--- config.mk ---
export PLATFORM = sky130hd
export DESIGN_NAME = game_state_controller
export DESIGN_NICKNAME = d
export VERILOG_FILES = /design/src/rtl/game_state_controller_pkg.sv /design/src/rtl/rise_edge_detect.sv /design/src/rtl/game_state_controller.sv
export SDC_FILE = /design/constraint.sdc
export NUM_CORES = 1
export LEC_CHECK = 0
export BUFFER_PORTS_ARGS = -buffer_cell sky130_fd_sc_hd__buf_2
export CAP_MARGIN = 20
export CORE_ASPECT_RATIO = 1.25
export CORE_MARGIN = 3
export CORE_UTILIZATION = 35
export CTS_CLUSTER_DIAMETER = 150
export DETAILED_ROUTE_END_ITERATION = 10
export PLACE_DENSITY = 0.49
export SYNTH_ARGS = -nofsm -noshare
export SYNTH_HDL_FRONTEND = slang
export SYNTH_SLANG_ARGS = --single-unit
export TNS_END_PERCENT = 10
--- constraint.sdc ---
create_clock -name i_Clk -period 2.3 [get_ports i_Clk]
set_clock_uncertainty 0.05 [all_clocks]
set_input_delay 0.345 -clock i_Clk [delete_from_list [all_inputs] [get_ports i_Clk]]
set_output_delay 0.345 -clock i_Clk [all_outputs]
set_load 0.03 [all_outputs]
--- src/rtl/game_state_controller_pkg.sv ---
// rtl/game_state_controller_pkg.sv - state encodings, default timing constants and timer sizing
package game_state_controller_pkg;

    typedef enum logic [1:0] {
        ST_IDLE      = 2'd0,
        ST_RUNNING   = 2'd1,
        ST_INVULN    = 2'd2,
        ST_GAME_OVER = 2'd3
    } game_state_t;

    localparam int C_NUM_LIVES        = 3;
    localparam int C_INVULN_CYCLES    = 25_000_000;
    localparam int C_GAME_OVER_CYCLES = 50_000_000;

    // A single-cycle window still needs a one-bit timer, hence the floor of 1.
    function automatic int timer_width(input int a, input int b);
        int m;
        m = (a > b) ? a : b;
        return (m <= 1) ? 1 : $clog2(m);
    endfunction

endpackage

--- src/rtl/rise_edge_detect.sv ---
// rtl/rise_edge_detect.sv - registered-history rising edge detector
module rise_edge_detect (
    input  logic i_Clk,
    input  logic i_Rst_L,
    input  logic i_Sig,
    output logic o_Rise
);

    logic r_Sig_Q;

    always_ff @(posedge i_Clk or negedge i_Rst_L) begin
        if (!i_Rst_L) begin
            r_Sig_Q <= 1'b0;
        end else begin
            r_Sig_Q <= i_Sig;
        end
    end

    assign o_Rise = i_Sig & ~r_Sig_Q;

endmodule

--- src/rtl/game_state_controller.sv ---
// rtl/game_state_controller.sv - game flow FSM: lives, start arming, invulnerability, game-over hold
module game_state_controller
    import game_state_controller_pkg::*;
#(
    parameter int NUM_LIVES        = C_NUM_LIVES,
    parameter int INVULN_CYCLES    = C_INVULN_CYCLES,
    parameter int GAME_OVER_CYCLES = C_GAME_OVER_CYCLES,
    parameter int C_BONUS_LIFE_EN  = 1
) (
    input  logic                 i_Clk,
    input  logic                 i_Rst_L,
    input  logic                 i_Start,
    input  logic                 i_Collision,
    input  logic                 i_Level_Up,
    output logic                 o_Game_Active,
    output logic                 o_Respawn,
    output logic                 o_Game_Over,
    output logic [NUM_LIVES-1:0] o_Lives,
    output logic [1:0]           o_State
);

    localparam int TW = timer_width(INVULN_CYCLES, GAME_OVER_CYCLES);
    localparam logic [TW-1:0]        INVULN_LOAD    = TW'(INVULN_CYCLES - 1);
    localparam logic [TW-1:0]        GAME_OVER_LOAD = TW'(GAME_OVER_CYCLES - 1);
    localparam logic [NUM_LIVES-1:0] LIVES_FULL     = '1;
    localparam logic [NUM_LIVES-1:0] LIVES_LAST     = NUM_LIVES'(1);

    game_state_t          r_State, next_state;
    logic [TW-1:0]        r_Timer, next_timer;
    logic [NUM_LIVES-1:0] r_Lives, next_lives;
    logic                 r_Armed, next_armed;
    logic                 r_Respawn, next_respawn;
    logic                 r_Game_Over, r_Game_Active;
    logic                 w_Go, w_Hit;
    logic [NUM_LIVES-1:0] w_Bonus_Lives;

    rise_edge_detect u_start_edge (
        .i_Clk   (i_Clk),
        .i_Rst_L (i_Rst_L),
        .i_Sig   (i_Start),
        .o_Rise  (w_Go)
    );

    rise_edge_detect u_collision_edge (
        .i_Clk   (i_Clk),
        .i_Rst_L (i_Rst_L),
        .i_Sig   (i_Collision),
        .o_Rise  (w_Hit)
    );

    assign w_Bonus_Lives = (C_BONUS_LIFE_EN != 0 && r_Lives != LIVES_FULL)
                         ? ((r_Lives << 1) | LIVES_LAST) : r_Lives;

    always_comb begin
        next_state   = r_State;
        next_timer   = r_Timer;
        next_lives   = r_Lives;
        next_armed   = r_Armed;
        next_respawn = 1'b0;
        case (r_State)
            ST_IDLE: begin
                // Arming on a low start level stops a held switch from auto-starting.
                if (!i_Start) begin
                    next_armed = 1'b1;
                end
                if (w_Go && r_Armed) begin
                    next_state = ST_RUNNING;
                    next_lives = LIVES_FULL;
                    next_armed = 1'b0;
                end
            end
            ST_RUNNING: begin
                if (w_Hit) begin
                    next_respawn = 1'b1;
                    next_lives   = r_Lives >> 1;
                    if (r_Lives == LIVES_LAST) begin
                        next_state = ST_GAME_OVER;
                        next_timer = GAME_OVER_LOAD;
                    end else begin
                        next_state = ST_INVULN;
                        next_timer = INVULN_LOAD;
                    end
                end else if (i_Level_Up) begin
                    next_lives = w_Bonus_Lives;
                end
            end
            ST_INVULN: begin
                if (i_Level_Up) begin
                    next_lives = w_Bonus_Lives;
                end
                if (r_Timer == '0) begin
                    next_state = ST_RUNNING;
                end else begin
                    next_timer = r_Timer - 1'b1;
                end
            end
            ST_GAME_OVER: begin
                if (r_Timer == '0) begin
                    next_state = ST_IDLE;
                    next_lives = LIVES_FULL;
                    next_armed = 1'b0;
                end else begin
                    next_timer = r_Timer - 1'b1;
                end
            end
            default: begin
                next_state = ST_IDLE;
            end
        endcase
    end

    always_ff @(posedge i_Clk or negedge i_Rst_L) begin
        if (!i_Rst_L) begin
            r_State       <= ST_IDLE;
            r_Timer       <= '0;
            r_Lives       <= LIVES_FULL;
            r_Armed       <= 1'b0;
            r_Respawn     <= 1'b0;
            r_Game_Over   <= 1'b0;
            r_Game_Active <= 1'b0;
        end else begin
            r_State       <= next_state;
            r_Timer       <= next_timer;
            r_Lives       <= next_lives;
            r_Armed       <= next_armed;
            r_Respawn     <= next_respawn;
            r_Game_Over   <= (next_state == ST_GAME_OVER);
            r_Game_Active <= (next_state == ST_RUNNING) || (next_state == ST_INVULN);
        end
    end

    assign o_State       = r_State;
    assign o_Lives       = r_Lives;
    assign o_Respawn     = r_Respawn;
    assign o_Game_Over   = r_Game_Over;
    assign o_Game_Active = r_Game_Active;

endmodule

==> results by group, run 1 <==
Status
  • Status: complete, no violations

Drt
  • Routed WL: 6.26 mm
  • DR WL/cell: 16.4 um
  • First-pass DRT Iterations: 4
  • Antenna-violating nets left: 0
  • DRC viols: 0
  • DR vias/cell: 5.65
  • Via count: 2151
  • Drt initial violations: 93

Place
  • Dpl hpwl: 4.71 mm
  • Final Wtd Congestion: 0.923
  • Pre-CTS WS: -93.6 ps
  • Dpl cells: 373
  • Buffers on Ports: 12

Critical path
  • R2R Setup Slk: 10 ps
  • Req. time, crit path: 2470 ps
  • Bufs and invs on worst path: 0
  • Critical path peak fanout: 3
  • Cells along the critical path: or4_4 -> or4_4 -> or3_1 -> or3_1 -> a21oi_2
  • CP Launch Type: flop
  • CP delay by family, top: simple AND/OR/NAND/NOR gates
  • Critical Setup Path Class: reg2reg
  • Worst path arrival time: 2460 ps
  • Worst setup EP type: flop
  • CP max stage cell: or4_4
  • Critical path's largest stage delay: 550 ps

Cells and area
  • Number of flip-flops in the largest register: 26
  • Most common cell after layout, fill and taps aside: buf_4
  • Area grow syn2layout: 25.1%
  • Biggest register: r_Timer
  • Layout Cells excl Fill: 381
  • Fillers: 606
  • Commonest cells after routing, fill and taps aside: buf_4, dfrtp_1, o21ai_0, a21oi_1, nand2_1
  • Layout cells sized above 1: 25.1%
  • Ant. Diodes: 0
  • Final Net Count: 311

Global route
  • Gr usage total: 18.1%
  • Maximum number of pins on one net before global-route repair: 38
  • First-pass GRT wire length: 10.3 mm
  • Vias in the first global route: 2128
  • Initial antenna violation count: 0
  • Total grt overflow: 0

Timing
  • Final setup vio count: 0
  • Worst-margin pin slew: 840 ps
  • FMAX: 437 MHz
  • Slew Viols, Final: 0
  • Fin. Hold Viols: 0
  • Crit path time final: 2290 ps
  • Slew margin rel.: 44.0%
  • Worst setup margin: 10.7 ps
  • Period utilization: 99.5%
  • RSZ-0062 raised after global routing: true

Synthesis
  • Post-synthesis adder-cell area fraction: 4.56%
  • Area leader, netlist: dfrtp_1
  • Synth Area in Simple Gates: 26.4%
  • Syn nets: 263
  • Largest family of logic cells by synthesized area: simple AND/OR/NAND/NOR gates
  • Synth cell types: 51
  • Mean area per synthesized cell: 8.78 um2
  • Register area share after synthesis: 42.3%
  • Cells after Synth: 250
  • Compound-Gate Fraction of Synth Area: 22.6%
  • Main flop type after synthesis: dfrtp_1
  • Mapped Area: 2200 um2
  • Synth top area share: 38.7%
  • Ranking of synthesized cells by area: dfrtp_1, o21ai_0, a21oi_1
  • XOR/XNOR Fraction of Synth Area: 0.798%
  • Post-synthesis mux area share: 0.456%
  • Post-synth ARST share: 100%
  • Yosys warnings: 0
  • Number of enable flip-flop cells after synthesis: 0
  • #FFs+latches synth: 37

Power
  • Max VDD drop: 0.218 mV
  • Sw Pwr: 249 uW
  • Switching fraction of total power: 21.6%
  • Internal power: 901 uW
  • Sequential share of power: 56.8%
  • Lkg Pwr: 1.22 nW
  • Comb power frac: 1.7%
  • Clk pwr share: 41.5%
  • Pwr/cell area: 418 nW/um2

Floorplan
  • Die area: 7270 um2
  • Initial Utilization: 37.0%
  • Num rows: 31
  • I/O pin total: 13
  • Core ar.: 5930 um2
  • Die Wd: 76.8 um
  • Die H: 94.6 um

Clock network
  • CTS clk-pin slew, worst paths: 80 ps
  • H-tree depth: 2
  • Buffers inserted by post-CTS timing repair: 0
  • Root buf cell: clkbuf_8
  • Worst-case clock buffer depth: 2
  • Total CTS buffers: 5
  • CTS tree: done
  • Hold buffer count at CTS: 0
  • Clock Latency Late Sink: 290 ps
  • Clk sink count: 37

Worst hold path
  • Min-delay worst type: in2async

Job
  • Max-cap check violation count: 0
-- worst reg2reg max path: cells and delay by family (launching register included) --
kind	cells	cell delay (ps)
flops	1	410
compound gates	1	120
simple gates	4	1640
-- final timing paths --
check / startpoint / depth (start not counted) / end
setup / recovery: r_Timer[0] / 5 / r_Timer[9]
hold / removal: i_Rst_L / 1 / r_Timer[11]
setup reg to reg: r_Timer[0] / 5 / r_Timer[9]
hold reg to reg: o_Lives[2] / 2 / o_Lives[2]
max in group asynchronous: i_Rst_L / 1 / o_State[0]
min in group i_Clk: i_Start / 1 / u_start_edge.r_Sig_Q
-- synth_stat cells, drive strengths merged, types with 2 or more instances --
cell type   n
or4         6
a21oi      23
o21ai      29
dfrtp      34
nor4       11
inv         6
and3        9
o31ai       2
dfstp       3
nand2      19
a21boi      2
and4        2
a21o        2
nor3       12
a31oi       3
clkbuf      8
nand4       5
or3         7
nand3       6
a22o        3
nor3b       3
or2         2
xor2        2
o211ai      2
nand2b      3
nor2       17
ha          8
-- area by class of cell --
cell class | instances | area [um2] | area share, %
Timing Repair Buffer | 50 | 345 | 12.6
Tap cell | 82 | 103 | 3.74
Inverter | 6 | 22.5 | 0.820
Multi-Input combinational cell | 198 | 1250 | 45.6
Clock buffer | 8 | 90.1 | 3.28
Sequential cell | 37 | 932 | 33.9
-- layer usage --
metal / GRT usage (%) / vias to the layer above / share of wire (%)
met2: 32.3 / 38 / 50
met4: 8.76 / 0 / 3.5
li1: - / 1045 / -
met5: 0 / - / 0
met3: 3.05 / 16 / 3.3
met1: 21.0 / 1052 / 43
-- cell families (layout without fill, tap and decap cells) --
family / after synthesis / count (layout)
compound gates: 81 / 81
buf+inv: 15 / 64
fa+ha+maj: 8 / 8
simple gates: 106 / 106
mux: 1 / 1
flops: 37 / 37
xor+xnor: 2 / 2
-- power by group through the flow --
stage | combinational, mW | sequential, mW | clock (mW)
final | 0.0197 | 0.653 | 0.477
after global routing | 0.0233 | 0.653 | 0.524
after CTS | 0.0210 | 0.653 | 0.489
after detailed placement | 0.0209 | 0.665 | 0
after global placement | 0.0211 | 0.665 | 0
after floorplan | 0.00224 | 0.665 | 0
-- metrics by stage --
stage / power (mW) / TNS (ps) / instance area [um2] / util (%) / hold WS, ps
3_5_place_dp: 0.686 / -93.6 / 2620 / 44.1 / 439
2_1_floorplan: 0.667 / -12.2 / 2210 / - / -0.591
6_report: 1.15 / 0 / 2750 / 46.3 / 109
5_1_grt: 1.20 / -132 / 2750 / 46.3 / 130
3_3_place_gp: 0.686 / -83.7 / 2620 / 44.1 / 434
4_1_cts: 1.16 / 0 / 2720 / 45.8 / 137
-- what timing repair did --
action                     CTS  global route
gates resized for setup      4             7
pin swaps                    0             2
setup endpoints to repair    1            16
(Power assumes the default switching activity.)
==> run 2: changes to the inputs <==
Settings changed: ABC_AREA set to 1, PLACE_DENSITY 0.49 to 0.48.
==> results by group, run 2 <==
Drt
  • Via count: 2262 (was 2151)
  • DR WL/cell: 13.7 um (was 16.4 um)
  • Antenna-violating nets left: 0 (unchanged)
  • DRC viols: 0 (unchanged)
  • Routed WL: 6.36 mm (was 6.26 mm)
  • First-pass DRT Iterations: 4 (unchanged)
  • Drt initial violations: 141 (was 93)
  • Met3 wire len: 151 um (was 208 um)
  • Top Metal Used: met4 (unchanged)
  • DR WL met2: 3.26 mm (was 3.12 mm)
  • DR vias/cell: 4.85 (was 5.65)
  • Met1 Routed Length: 2.79 mm (was 2.72 mm)

Timing
  • Crit path time final: 2000 ps (was 2290 ps)
  • Worst-margin pin slew: 535 ps (was 840 ps)
  • Final setup vio count: 0 (unchanged)
  • Period utilization: 86.9% (was 99.5%)
  • Setup TNS: 0 ps (unchanged)
  • Slew Viols, Final: 0 (unchanged)
  • RSZ-0062 raised after global routing: false (was true)
  • FMAX: 500 MHz (was 437 MHz)
  • Hold_ws: 121 ps (was 109 ps)
  • Slew margin rel.: 64.2% (was 44.0%)
  • Worst setup margin: 301 ps (was 10.7 ps)
  • Fin. Hold Viols: 0 (unchanged)

Critical path
  • R2R Setup Slk: 300 ps (was 10 ps)
  • Worst setup EP type: flop (unchanged)
  • Critical Setup Path Class: reg2reg (unchanged)
  • Critical path's largest stage delay: 390 ps (was 550 ps)
  • Critical path peak fanout: 4 (was 3)
  • CP Launch Type: flop (unchanged)
  • Worst path arrival time: 2120 ps (was 2460 ps)
  • CP max stage cell: dfrtp_1 (was or4_4)
  • Req. time, crit path: 2420 ps (was 2470 ps)
  • Cells along the critical path: inv_1 -> ha_1 -> nand2_1 -> nor2_1 -> nand3_1 -> nor2_4 -> nor2_1 -> o21ai_0 -> nand2_1 -> ha_1 (was or4_4 -> or4_4 -> or3_1 -> or3_1 -> a21oi_2)

Worst hold path
  • Min-delay worst type: in2reg (was in2async)

Floorplan
  • Initial Utilization: 37.0% (about the same)
  • Die area: 8120 um2 (was 7270 um2)
  • Die H: 100 um (was 94.6 um)
  • Core ar.: 6690 um2 (was 5930 um2)
  • Die Wd: 81.2 um (was 76.8 um)
  • I/O pin total: 13 (unchanged)
  • Num rows: 33 (was 31)

Cells and area
  • Most common cell after layout, fill and taps aside: nand2_1 (was buf_4)
  • Ant. Diodes: 0 (unchanged)
  • Final Net Count: 391 (was 311)
  • Fillers: 744 (was 606)
  • Layout cells sized above 1: 12.1% (was 25.1%)
  • Biggest register: r_Timer (unchanged)
  • FF/Latch Area: 930 um2 (was 932 um2)
  • Area grow syn2layout: 10.5% (was 25.1%)
  • Commonest cells after routing, fill and taps aside: nand2_1, nor2_1, inv_1, dfrtp_1, nand3_1 (was buf_4, dfrtp_1, o21ai_0, a21oi_1, nand2_1)
  • Number of flip-flops in the largest register: 26 (unchanged)
  • Multi-input logic area: 1350 um2 (was 1250 um2)

Power
  • Max VDD drop: 0.820 mV (was 0.218 mV)
  • Lkg Pwr: 1.31 nW (was 1.22 nW)
  • Pwr/cell area: 1270 nW/um2 (was 418 nW/um2)

Global route
  • Total grt overflow: 0 (unchanged)
  • Initial antenna violation count: 0 (unchanged)
  • Vias in the first global route: 2238 (was 2128)
  • Maximum number of pins on one net before global-route repair: 24 (was 38)
  • Gr usage total: 17.8% (was 18.1%)
  • First-pass GRT wire length: 11.0 mm (was 10.3 mm)

Place
  • Final Wtd Congestion: 0.855 (was 0.923)
  • Pre-CTS WS: 316 ps (was -93.6 ps)
  • Dpl hpwl: 4.91 mm (was 4.71 mm)
  • Buffers on Ports: 12 (unchanged)

Clock network
  • Clock Latency Late Sink: 300 ps (was 290 ps)
  • CTS resizes: 0 (was 4)
  • Worst-case clock buffer depth: 2 (unchanged)
  • Root buf cell: clkbuf_8 (unchanged)
  • CTS tree: done (unchanged)
  • Clk sink count: 37 (unchanged)
  • H-tree depth: 2 (unchanged)
  • Hold buffer count at CTS: 1 (was 0)
  • Buffers inserted by post-CTS timing repair: 0 (unchanged)
  • Total CTS buffers: 5 (unchanged)
  • CTS clk-pin slew, worst paths: 70 ps (was 80 ps)

Synthesis
  • Syn nets: 371 (was 263)
  • Yosys warnings: 0 (unchanged)
  • Ranking of synthesized cells by area: dfrtp_1, nand2_1, nor2_1 (was dfrtp_1, o21ai_0, a21oi_1)
  • Mapped Area: 2470 um2 (was 2200 um2)
  • Synth cell types: 29 (was 51)
  • Main flop type after synthesis: dfrtp_1 (unchanged)
  • Number of enable flip-flop cells after synthesis: 0 (unchanged)
  • Area leader, netlist: dfrtp_1 (unchanged)
  • Register area share after synthesis: 37.6% (was 42.3%)
  • #FFs+latches synth: 37 (unchanged)
  • Synth top area share: 34.4% (was 38.7%)
  • Most frequent cells after synthesis: nand2_1, nor2_1, inv_1 (was dfrtp_1, o21ai_0, a21oi_1)
  • Cells after Synth: 358 (was 250)
  • Count leader, synth: nand2_1 (was dfrtp_1)
  • Mean area per synthesized cell: 6.91 um2 (was 8.78 um2)
  • Post-synth ARST share: 100% (unchanged)

Job
  • Max-cap check violation count: 0 (unchanged)

Status
  • Status: complete, no violations (unchanged)
## run 2: changes by cell type after synthesis, moves of 11 or more
cell / delta
inv_1: +30
nor2_1: +33
nand2_1: +101
nor4_1: -11
a21oi_1: -17
nor3_1: -11
nand3_1: +24
## run 2: layout make-up
class | instances | share of cell area, %
tap | 87 | 3.98
timing repair buffer | 19 | 4.21
sequential | 37 | 34.0
multi-input combinational | 278 | 49.3
inverter | 37 | 5.17
clock buffer | 8 | 3.30
## run 2: kinds of logic (layout without fill, tap and decap cells)
group / Yosys count / in the layout / share of synthesized area [%]
AND/OR/NAND/NOR: 231 / 231 / 40.9
buffers and inverters: 43 / 64 / 7.89
flip-flops: 37 / 37 / 37.6
AO/OA/AOI/OAI: 34 / 34 / 7.84
adder cells (fa/ha/maj): 8 / 8 / 4.05
XOR/XNOR: 5 / 5 / 1.77
## run 2: metal layers
layer	up-vias	GRT usage (%)
li1	1183	-
met5	-	0
met1	1030	21.5
met2	36	31.2
met4	0	6.37
met3	13	2.96
## run 2: power by group
part / switching (mW) / total [mW] / internal, mW
Sequential: 0.281 / 1.19 / 0.914
Clock: 0.243 / 0.488 / 0.245
Combinational: 1.20 / 1.79 / 0.590
## run 2: metrics by stage
| stage | std cells | power (mW) | instance area (um2) | util (%) |
|---|---|---|---|---|
| detailed placement | 457 | 3.01 | 2630 | 39.4 |
| global placement | 457 | 3.01 | 2630 | 39.4 |
| finish | 466 | 3.47 | 2730 | 40.9 |
| CTS | 466 | 3.52 | 2730 | 40.9 |
| floorplan | 358 | 2.54 | 2470 | - |
| global route | 466 | 3.85 | 2730 | 40.9 |
## run 2: worst paths after layout
path	startpoint	to	cells after the start
max in group asynchronous	i_Rst_L	o_Lives[0]	3
min reg2reg	r_Timer[0]	r_Timer[0]	2
min in group asynchronous	i_Rst_L	r_Timer[13]	2
min	i_Collision	u_collision_edge.r_Sig_Q	1
max reg2reg	r_Timer[0]	o_Game_Active	10
max	r_Timer[0]	o_Game_Active	10
## run 2: worst max-delay path: cells and delay by family (launching register included)
family,cells,cell delay [ps]
DFF,1,390
AOI/OAI and AO/OA,1,240
and+or+nand+nor,6,640
adders and majority gates,2,440
buffers and inverters,1,120
